## src/rtl/i_mem_pkg.sv

```systemverilog
// i_mem_pkg: shared constants, response record layout and helpers for the
// pipelined instruction memory.
package i_mem_pkg;

    // Deepest read latency the pipe is built for.
    localparam int RD_LAT_MAX = 4;

    // Fill bit for the data field of a faulting response (data reads as 0).
    localparam logic FAULT_FILL = 1'b0;

    // Response record layout {fault, data} at the default 32-bit word width.
    // The pipe declares the same layout locally at its own DATA_W.
    typedef struct packed {
        logic        fault;
        logic [31:0] data;
    } resp_rec_t;

    // Ceiling log2, usable in parameter expressions.
    function automatic int clog2(input int v);
        int r;
        r = 0;
        for (int i = 0; i < 31; i++)
            if ((1 << i) < v) r = i + 1;
        return r;
    endfunction

endpackage

```

## src/rtl/i_mem_resp_fifo.sv

```systemverilog
// i_mem_resp_fifo: small response buffer. Any DEPTH >= 2 (not only powers of
// two). Storage is not reset; callers gate the head with 'empty'.
module i_mem_resp_fifo
    import i_mem_pkg::*;
#(
    parameter int WIDTH = 33,
    parameter int DEPTH = 2,
    localparam int PTR_W = clog2(DEPTH),
    localparam int CNT_W = clog2(DEPTH + 1)
) (
    input  logic             clk,
    input  logic             rst,
    input  logic             clr,
    input  logic             push,
    input  logic [WIDTH-1:0] din,
    input  logic             pop,
    output logic [WIDTH-1:0] dout,
    output logic [CNT_W-1:0] count,
    output logic             empty,
    output logic             full
);

    logic [WIDTH-1:0] mem [DEPTH];
    logic [PTR_W-1:0] wr_ptr;
    logic [PTR_W-1:0] rd_ptr;

    function automatic logic [PTR_W-1:0] ptr_next(input logic [PTR_W-1:0] p);
        return (p == PTR_W'(DEPTH - 1)) ? '0 : p + PTR_W'(1);
    endfunction

    // Pointers and occupancy; clear discards everything, push and pop may coincide.
    always_ff @(posedge clk or posedge rst) begin
        if (rst) begin
            wr_ptr <= '0;
            rd_ptr <= '0;
            count  <= '0;
        end else if (clr) begin
            wr_ptr <= '0;
            rd_ptr <= '0;
            count  <= '0;
        end else begin
            if (push) wr_ptr <= ptr_next(wr_ptr);
            if (pop)  rd_ptr <= ptr_next(rd_ptr);
            count <= count + CNT_W'(push) - CNT_W'(pop);
        end
    end

    // Entry storage.
    always_ff @(posedge clk) begin
        if (push && !clr) mem[wr_ptr] <= din;
    end

    assign dout  = mem[rd_ptr];
    assign empty = (count == '0);
    assign full  = (count == CNT_W'(DEPTH));

endmodule

```

## src/rtl/i_mem_pipe.sv

```systemverilog
// i_mem_pipe: instruction memory with a valid/ready fetch port, RD_LAT-cycle
// read pipeline, credit-guarded response buffer, byte-enabled loader write
// port and misaligned/out-of-range fault reporting.
module i_mem_pipe
    import i_mem_pkg::*;
#(
    parameter int          DATA_W    = 32,
    parameter int          DEPTH     = 16,
    parameter int          RD_LAT    = 1,
    parameter logic [31:0] BASE_ADDR = 32'h0000_0000
) (
    input  logic                  clk,
    input  logic                  rst,
    input  logic                  req_valid,
    output logic                  req_ready,
    input  logic [31:0]           req_addr,
    output logic                  resp_valid,
    input  logic                  resp_ready,
    output logic [DATA_W-1:0]     resp_data,
    output logic                  resp_fault,
    input  logic                  wr_en,
    input  logic [31:0]           wr_addr,
    input  logic [DATA_W/8-1:0]   wr_be,
    input  logic [DATA_W-1:0]     wr_din,
    input  logic                  flush
);

    localparam int          BYTES      = DATA_W / 8;
    localparam int          OFF_W      = clog2(BYTES);
    localparam int          IDX_W      = clog2(DEPTH);
    localparam int          BUF_D      = RD_LAT + 1;
    localparam int          CNT_W      = clog2(RD_LAT + 2);
    localparam logic [31:0] ALIGN_MASK = 32'(BYTES - 1);
    localparam logic [32:0] SPAN       = 33'(DEPTH * BYTES);

    typedef struct packed {
        logic              fault;
        logic [DATA_W-1:0] data;
    } resp_t;

    logic [DATA_W-1:0] mem [DEPTH];
    logic              rdy_en;
    logic [CNT_W-1:0]  infl_cnt;
    logic [CNT_W-1:0]  buf_cnt;
    logic              acc, exit_vld, push, pop;
    logic              buf_empty, buf_full;
    resp_t             acc_rec, exit_rec, head_rec;

    // A 33-bit offset puts any address below BASE_ADDR at or above 2^32, so
    // one range compare covers both the low and the high bound.
    function automatic logic addr_bad(input logic [31:0] a);
        logic [32:0] off;
        off = {1'b0, a} - {1'b0, BASE_ADDR};
        return ((a & ALIGN_MASK) != '0) || (off >= SPAN);
    endfunction

    function automatic logic [IDX_W-1:0] word_idx(input logic [31:0] a);
        logic [31:0] off;
        off = a - BASE_ADDR;
        return IDX_W'(off >> OFF_W);
    endfunction

    // Credits: every accepted request owns a buffer slot until it is popped.
    assign req_ready = rdy_en && !flush &&
                       (({1'b0, infl_cnt} + {1'b0, buf_cnt}) < (CNT_W + 1)'(BUF_D));
    assign acc       = req_valid && req_ready;

    // Read-first: the array is sampled before this edge's write lands.
    always_comb begin
        acc_rec.fault = addr_bad(req_addr);
        acc_rec.data  = acc_rec.fault ? {DATA_W{FAULT_FILL}} : mem[word_idx(req_addr)];
    end

    // Byte-lane writes from the loader; bad addresses are dropped silently.
    always_ff @(posedge clk) begin
        if (wr_en && !addr_bad(wr_addr))
            for (int b = 0; b < BYTES; b++)
                if (wr_be[b]) mem[word_idx(wr_addr)][b*8 +: 8] <= wr_din[b*8 +: 8];
    end

    // Latency pipeline: RD_LAT-1 register stages, the buffer write is the last.
    generate
        if (RD_LAT == 1) begin : g_nopipe
            assign exit_vld = acc;
            assign exit_rec = acc_rec;
        end else begin : g_pipe
            localparam int STG = RD_LAT - 1;
            logic  [STG-1:0] vld_pipe;
            resp_t           rec_pipe [STG];

            // Shift valid/record down the stages; flush kills everything in flight.
            always_ff @(posedge clk or posedge rst) begin
                if (rst) begin
                    vld_pipe <= '0;
                    for (int k = 0; k < STG; k++) rec_pipe[k] <= '0;
                end else begin
                    vld_pipe[0] <= acc && !flush;
                    rec_pipe[0] <= acc_rec;
                    for (int k = 1; k < STG; k++) begin
                        vld_pipe[k] <= vld_pipe[k-1] && !flush;
                        rec_pipe[k] <= rec_pipe[k-1];
                    end
                end
            end

            assign exit_vld = vld_pipe[STG-1];
            assign exit_rec = rec_pipe[STG-1];
        end
    endgenerate

    assign push = exit_vld && !flush && !buf_full;
    assign pop  = !buf_empty && resp_ready && !flush;

    // Ready enable comes up on the first edge after reset release.
    always_ff @(posedge clk or posedge rst) begin
        if (rst) rdy_en <= 1'b0;
        else     rdy_en <= 1'b1;
    end

    // In-flight count: accept adds, pipeline exit removes, in one expression.
    always_ff @(posedge clk or posedge rst) begin
        if (rst)        infl_cnt <= '0;
        else if (flush) infl_cnt <= '0;
        else            infl_cnt <= infl_cnt + CNT_W'(acc) - CNT_W'(exit_vld);
    end

    i_mem_resp_fifo #(
        .WIDTH (DATA_W + 1),
        .DEPTH (BUF_D)
    ) u_resp_fifo (
        .clk   (clk),
        .rst   (rst),
        .clr   (flush),
        .push  (push),
        .din   (exit_rec),
        .pop   (pop),
        .dout  (head_rec),
        .count (buf_cnt),
        .empty (buf_empty),
        .full  (buf_full)
    );

    assign resp_valid = !buf_empty;
    assign resp_fault = !buf_empty && head_rec.fault;
    assign resp_data  = buf_empty ? '0 : head_rec.data;

endmodule

```

## config.mk

```make
export PLATFORM = sky130hd
export DESIGN_NAME = i_mem_pipe
export DESIGN_NICKNAME = d
export VERILOG_FILES = /design/src/rtl/i_mem_pkg.sv /design/src/rtl/i_mem_resp_fifo.sv /design/src/rtl/i_mem_pipe.sv
export SDC_FILE = /design/constraint.sdc
export NUM_CORES = 1
export LEC_CHECK = 0
export ABC_AREA = 1
export ABC_CLOCK_PERIOD_IN_PS = 3700
export CORE_ASPECT_RATIO = 1.5
export CORE_MARGIN = 3
export CORE_UTILIZATION = 38
export DETAILED_ROUTE_END_ITERATION = 16
export SLEW_MARGIN = 10
export SYNTH_ARGS = -nofsm -noshare
export SYNTH_HDL_FRONTEND = slang
export SYNTH_HIERARCHICAL = 1
export SYNTH_SLANG_ARGS = --single-unit
export TNS_END_PERCENT = 20
```

## constraint.sdc

```tcl
create_clock -name clk -period 3.7 [get_ports clk]
set_clock_uncertainty 0.05 [all_clocks]
set_input_delay 0.925 -clock clk [delete_from_list [all_inputs] [get_ports clk]]
set_output_delay 0.925 -clock clk [all_outputs]
set_load 0.01 [all_outputs]
```

Word-level counts from Yosys, hierarchy flattened:

Memories as Yosys holds them, arrays and structs flattened.
Cells that the tools add are included.

* bits in registers: 7
* bits in writable memories: 578
* input bits: 106
* output and inout bits: 35
* memories kept: 2

* $add $sub $neg: 7
* order comparisons: 3
* eq/ne operators: 1
* mux-type cells: 24
* reductions and logical operators: 21

Memory list
* mem: depth 16, bits a word 32, rd ports 1, clocked after Yosys merged registers in 0, wr ports 1, line i_mem_pipe.sv:41 `logic [DATA_W-1:0] mem [DEPTH];`
* u_resp_fifo.mem: depth 2, bits a word 33, rd ports 1, clocked after Yosys merged registers in 0, wr ports 1, line i_mem_resp_fifo.sv:23 `logic [WIDTH-1:0] mem [DEPTH];`

Operators with widths (number)
* 32-bit by 7-bit greater-or-equal comparator with 1-bit output, second input constant: 2
* 32-bit two-way mux: 2
* 32-bit nonzero test: 2
* 1-bit two-way mux: 20
* 1-bit logical AND: 10
* 2-bit by 1-bit adder with 2-bit output: 2
* 1-bit zero test: 4
* 2-bit two-way mux: 2
* 2-bit nonzero test: 2
* 2-bit by 1-bit subtractor with 2-bit output: 2
* 2-bit by 2-bit adder with 3-bit output: 1
* 3-bit by 2-bit < comparator with 1-bit output, second input constant: 1
* 1-bit adder, second input constant: 2
* 2-bit == test, second input constant: 1
* 2-bit zero test: 1
* 1-bit logical OR: 2

Depth between registers and ports, before layout:

* depth in word-level cells: 9
* depth in mapped cells: 11
* depth with buffers taken out: 10

Cells and area by module:

Netlist, hierarchy kept.

By module, submodules not included
* i_mem_pipe: instances 1, cells each 1908, area each 21421.8 um2, sequential area each 15399.8 um2
* i_mem_resp_fifo: instances 1, cells each 133, area each 2752.6 um2, sequential area each 2082.0 um2

Least setup slack after synthesis:

Ideal clock, no wire load.

* path type: input port to flip-flop
* start: input port flush
* end: memory u_resp_fifo.mem[1][0] (enable)
* library setup time: 0.423 ns
* arrival time: 3.062 ns
* required time: 3.227 ns
* setup slack: 0.165 ns
* stages: 5
* path buffers: 0
* path through: nor3b_1 nand2_1 nor2_1 nand2_1 nor2_1

* longest elaborated chain between the ends: 9

Ends and longest elaborated chain
* from (decl): line i_mem_pipe.sv:25 `input logic flush`
* 1-bit zero test (*): line i_mem_pipe.sv:64, i_mem_pipe.sv:111
* 1-bit logical AND (2 in series): line i_mem_pipe.sv:64 `assign req_ready = rdy_en && !flush &&`
* 1-bit logical AND: line i_mem_pipe.sv:66 `assign acc = req_valid && req_ready;`
* 1-bit logical AND (*) (2 in series): line i_mem_pipe.sv:111 `assign push = exit_vld && !flush && !buf_full;`
* net push: line i_mem_pipe.sv:45 `logic acc, exit_vld, push, pop;`
* 1-bit logical AND (*): line i_mem_resp_fifo.sv:50 `if (push && !clr) mem[wr_ptr] <= din;`
* 1-bit two-way mux (*): line i_mem_resp_fifo.sv:50
* 1-bit two-way mux (not written as such) (*): line i_mem_resp_fifo.sv:50
* to (decl): line i_mem_resp_fifo.sv:23

Mark *: on every way through the listed nets, which the timed path passes. The rest lies on a longest branch.

==> impl_metrics.toml <==
[clock_tree]
cts_tree = "built"
cts-buffers-inserted = 51
worstSkewPairLatency_ns = 0.60
cts_setup_buffers = 0
clock_path_buffers = 3
cts_hold_buf = 0
htreeDepth = 2
path_clk_slew_ns = 0.07
clock-root-buffer = "clkbuf_16"
clock_sinks = 583
cts.repair.resized = 0

[run_status]
status = "completed"

[hold_path]
worstHoldPathType = "input pin to asynchronous set/reset pin"

[timing]
max_slew_margin = 0.2585
setup_violations = 0
hold_viol_final = 0
fin_crit_sh = 0.9471
period_needed_ns = 3.504
worst_pin_slew_ns = 1.112
fin_tns_setup_ns = 0
rsz0062_at_grt = "false"
fmax_mhz = 285.4
maxSlewViolCount = 0

[setup_path]
rrSetupSlack_ns = 1.43
worstPathCellList = "buf_4, mux2_4, inv_1, nor2_1, clkdlybuf4s50_1"
crit_path_start_kind = "flop"
crit_family = "buffers and inverters"
max_stage_delay_ns = 0.76
path_buf_inv = 3
cp_data_required_time_ns = 2.72
cp-end-kind = "output port"
critPathKind = "flop to output port"
cp_slowest_cell = "dfrtp_2"
crit_fanout = 23
arrival_ns = 2.53

[synthesis]
syn_area_per_cell_um2 = 11.84
synth_cell_types = 24
synth_top_family_by_area = "simple AND/OR/NAND/NOR gates"
synth_fp_nets = 2149
yosys.area_share.simple = 0.2025
ys_warn_count = 6
synth_compound_area_frac = 0.01413
synthCells = 2041
synth_top_cell_area_share = 0.7180
synthMuxAreaShare = 0.01972
synth_largest_area_cell = "edfxtp_1"
synthesis.area_um2 = 24170
synth.area.top_cells = "edfxtp_1, nand2_1, nand3_1, nor2_1, mux2_4"
synth-xor-area-share = 0
synth_fa_ha_area_frac = 0.001035
ys_ff_latch = 583
yosysSeqAreaShare = 0.7232

[layout]
fin_nets = 2318
fin_util = 0.4525
finalNonFillerCells = 3047
mostFrequentLayoutCells = "nand2_1, edfxtp_1, nand3_1, nor2_1, clkdlybuf4s50_1"
syn_to_final_growth_pct = 17.26
drive_above_1_share = 0.09653
final_common_cell = "nand2_1"

[floorplanning]
io_pins = 141
start_util = 0.3859
core_um2 = 62640
die-area_um2 = 66740
core.rowCount = 112
die_w_um = 211.9
fp.dieH_um = 314.9

[placement]
place_congestion = 0.7934
placedCellCount = 2955
dp_hpwl_um = 38430
port-buffer-count = 140

[pwr]
p_switching_w = 0.002905
combPwrFrac = 0.061
ir_worst_vdd_v = 0.0002803
swShare = 0.2124
p_int_w = 0.01077
power.density_nw_per_um2 = 482.4
power_frac_seq = 0.531
pwr-share-clk = 0.408
p_leak_nw = 10.12

[drt]
drt-vias-per-instance = 5.147
wl_per_cell_um = 19.81
wl_met2_um = 31000
dr.pass1.iters = 5
wl_met3_um = 4182
drc_errors = 0
met1_length_um = 22540
routed.top_layer = "met5"
route.antenna.remaining_nets = 0
via_count = 15680
drt_iter0_drc = 1406
wirelength_um = 60350

[global_route]
grtUsageTotal = 0.1795
grt_pass1_vias = 15600
grt_pass1_wl_um = 90310
grt_overflow = 0
antenna_found_initial = 6
grt_max_degree = 193

[run]
cap_violations = 0
[path summary, 6_finish.rpt]
kind / to / depth (start not counted) / startpoint
setup reg to reg: u_resp_fifo/mem[1][2] / 6 / u_resp_fifo/count[1]
hold / removal: rdy_en / 2 / rst
min in group clk: u_resp_fifo/wr_ptr / 1 / u_resp_fifo/wr_ptr
max in group asynchronous: u_resp_fifo/rd_ptr / 2 / rst
setup / recovery: resp_data[18] / 5 / u_resp_fifo/rd_ptr
hold reg to reg: u_resp_fifo/wr_ptr / 1 / u_resp_fifo/wr_ptr
[logic make-up after synthesis]
family	after synthesis
flops	583
buf+inv	174
fa+ha+maj	2
mux	33
other cells	1
simple gates	1180
compound gates	68
[routing by layer]
metal / vias up / GRT usage
met1: 7552 / 0.2155
met3: 149 / 0.02608
met2: 578 / 0.3206
met5: - / 0
li1: 7398 / -
met4: 6 / 0.07616
[power by group through the flow]
stage	Combinational, W	Sequential [W]	Clock, W
2_1_floorplan	0.000463	0.00740	0
3_3_place_gp	0.000834	0.00741	0
3_5_place_dp	0.000845	0.00741	0
4_1_cts	0.000847	0.00726	0.00567
5_1_grt	0.000922	0.00726	0.00593
6_report	0.000836	0.00726	0.00557
[cells in the mapped netlist]
master    number
nand2_1      609
edfxtp_1     578
nand3_1      358
nor2_1       207
a21oi_1       66
inv_1         51
buf_2         47
mux2_4        28
buf_4         22
buf_1         18
clkbuf_1      16
buf_6         14
dfrtp_1        5
mux2_2         5
buf_12         3
nand4_1        3
ha_1           2
inv_2          2
nor3b_1        2
conb_1         1
inv_4          1
nor2_2         1
o21ai_0        1
o22ai_1        1
[through the flow]
stage                     total power (W)  setup WS, ns  hold WS [ns]  instance area (µm²)
after floorplan                  0.007861        0.1651        0.4364                24170
after global placement           0.008241        0.1986        0.5294                26610
after detailed placement         0.008253        0.2491        0.5431                26610
after CTS                         0.01378        0.1021        0.4314                28340
after global routing              0.01411       0.04590        0.4422                28340
final                             0.01367        0.1957        0.4507                28350
[sequential cells by signal (all words and copies together), names as in the netlist]
register,flops
u_resp_fifo/wr_ptr,1
u_resp_fifo/rd_ptr,1
mem,512
u_resp_fifo/mem,66
rdy_en,1
u_resp_fifo/count,2
[area by class of cell]
| cell class | instances | area (µm²) |
|---|---|---|
| fillers | 5597 | 34290 |
| flip-flops and latches | 583 | 17480 |
| multi-input cells | 1284 | 5759 |
| repair buffers | 236 | 2166 |
| clock buffers | 59 | 1306 |
| well taps | 798 | 998.5 |
| clock inverters | 32 | 422.9 |
| inverters | 54 | 207.7 |
| diodes | 1 | 2.502 |
Power figures use the tool's default switching activity.
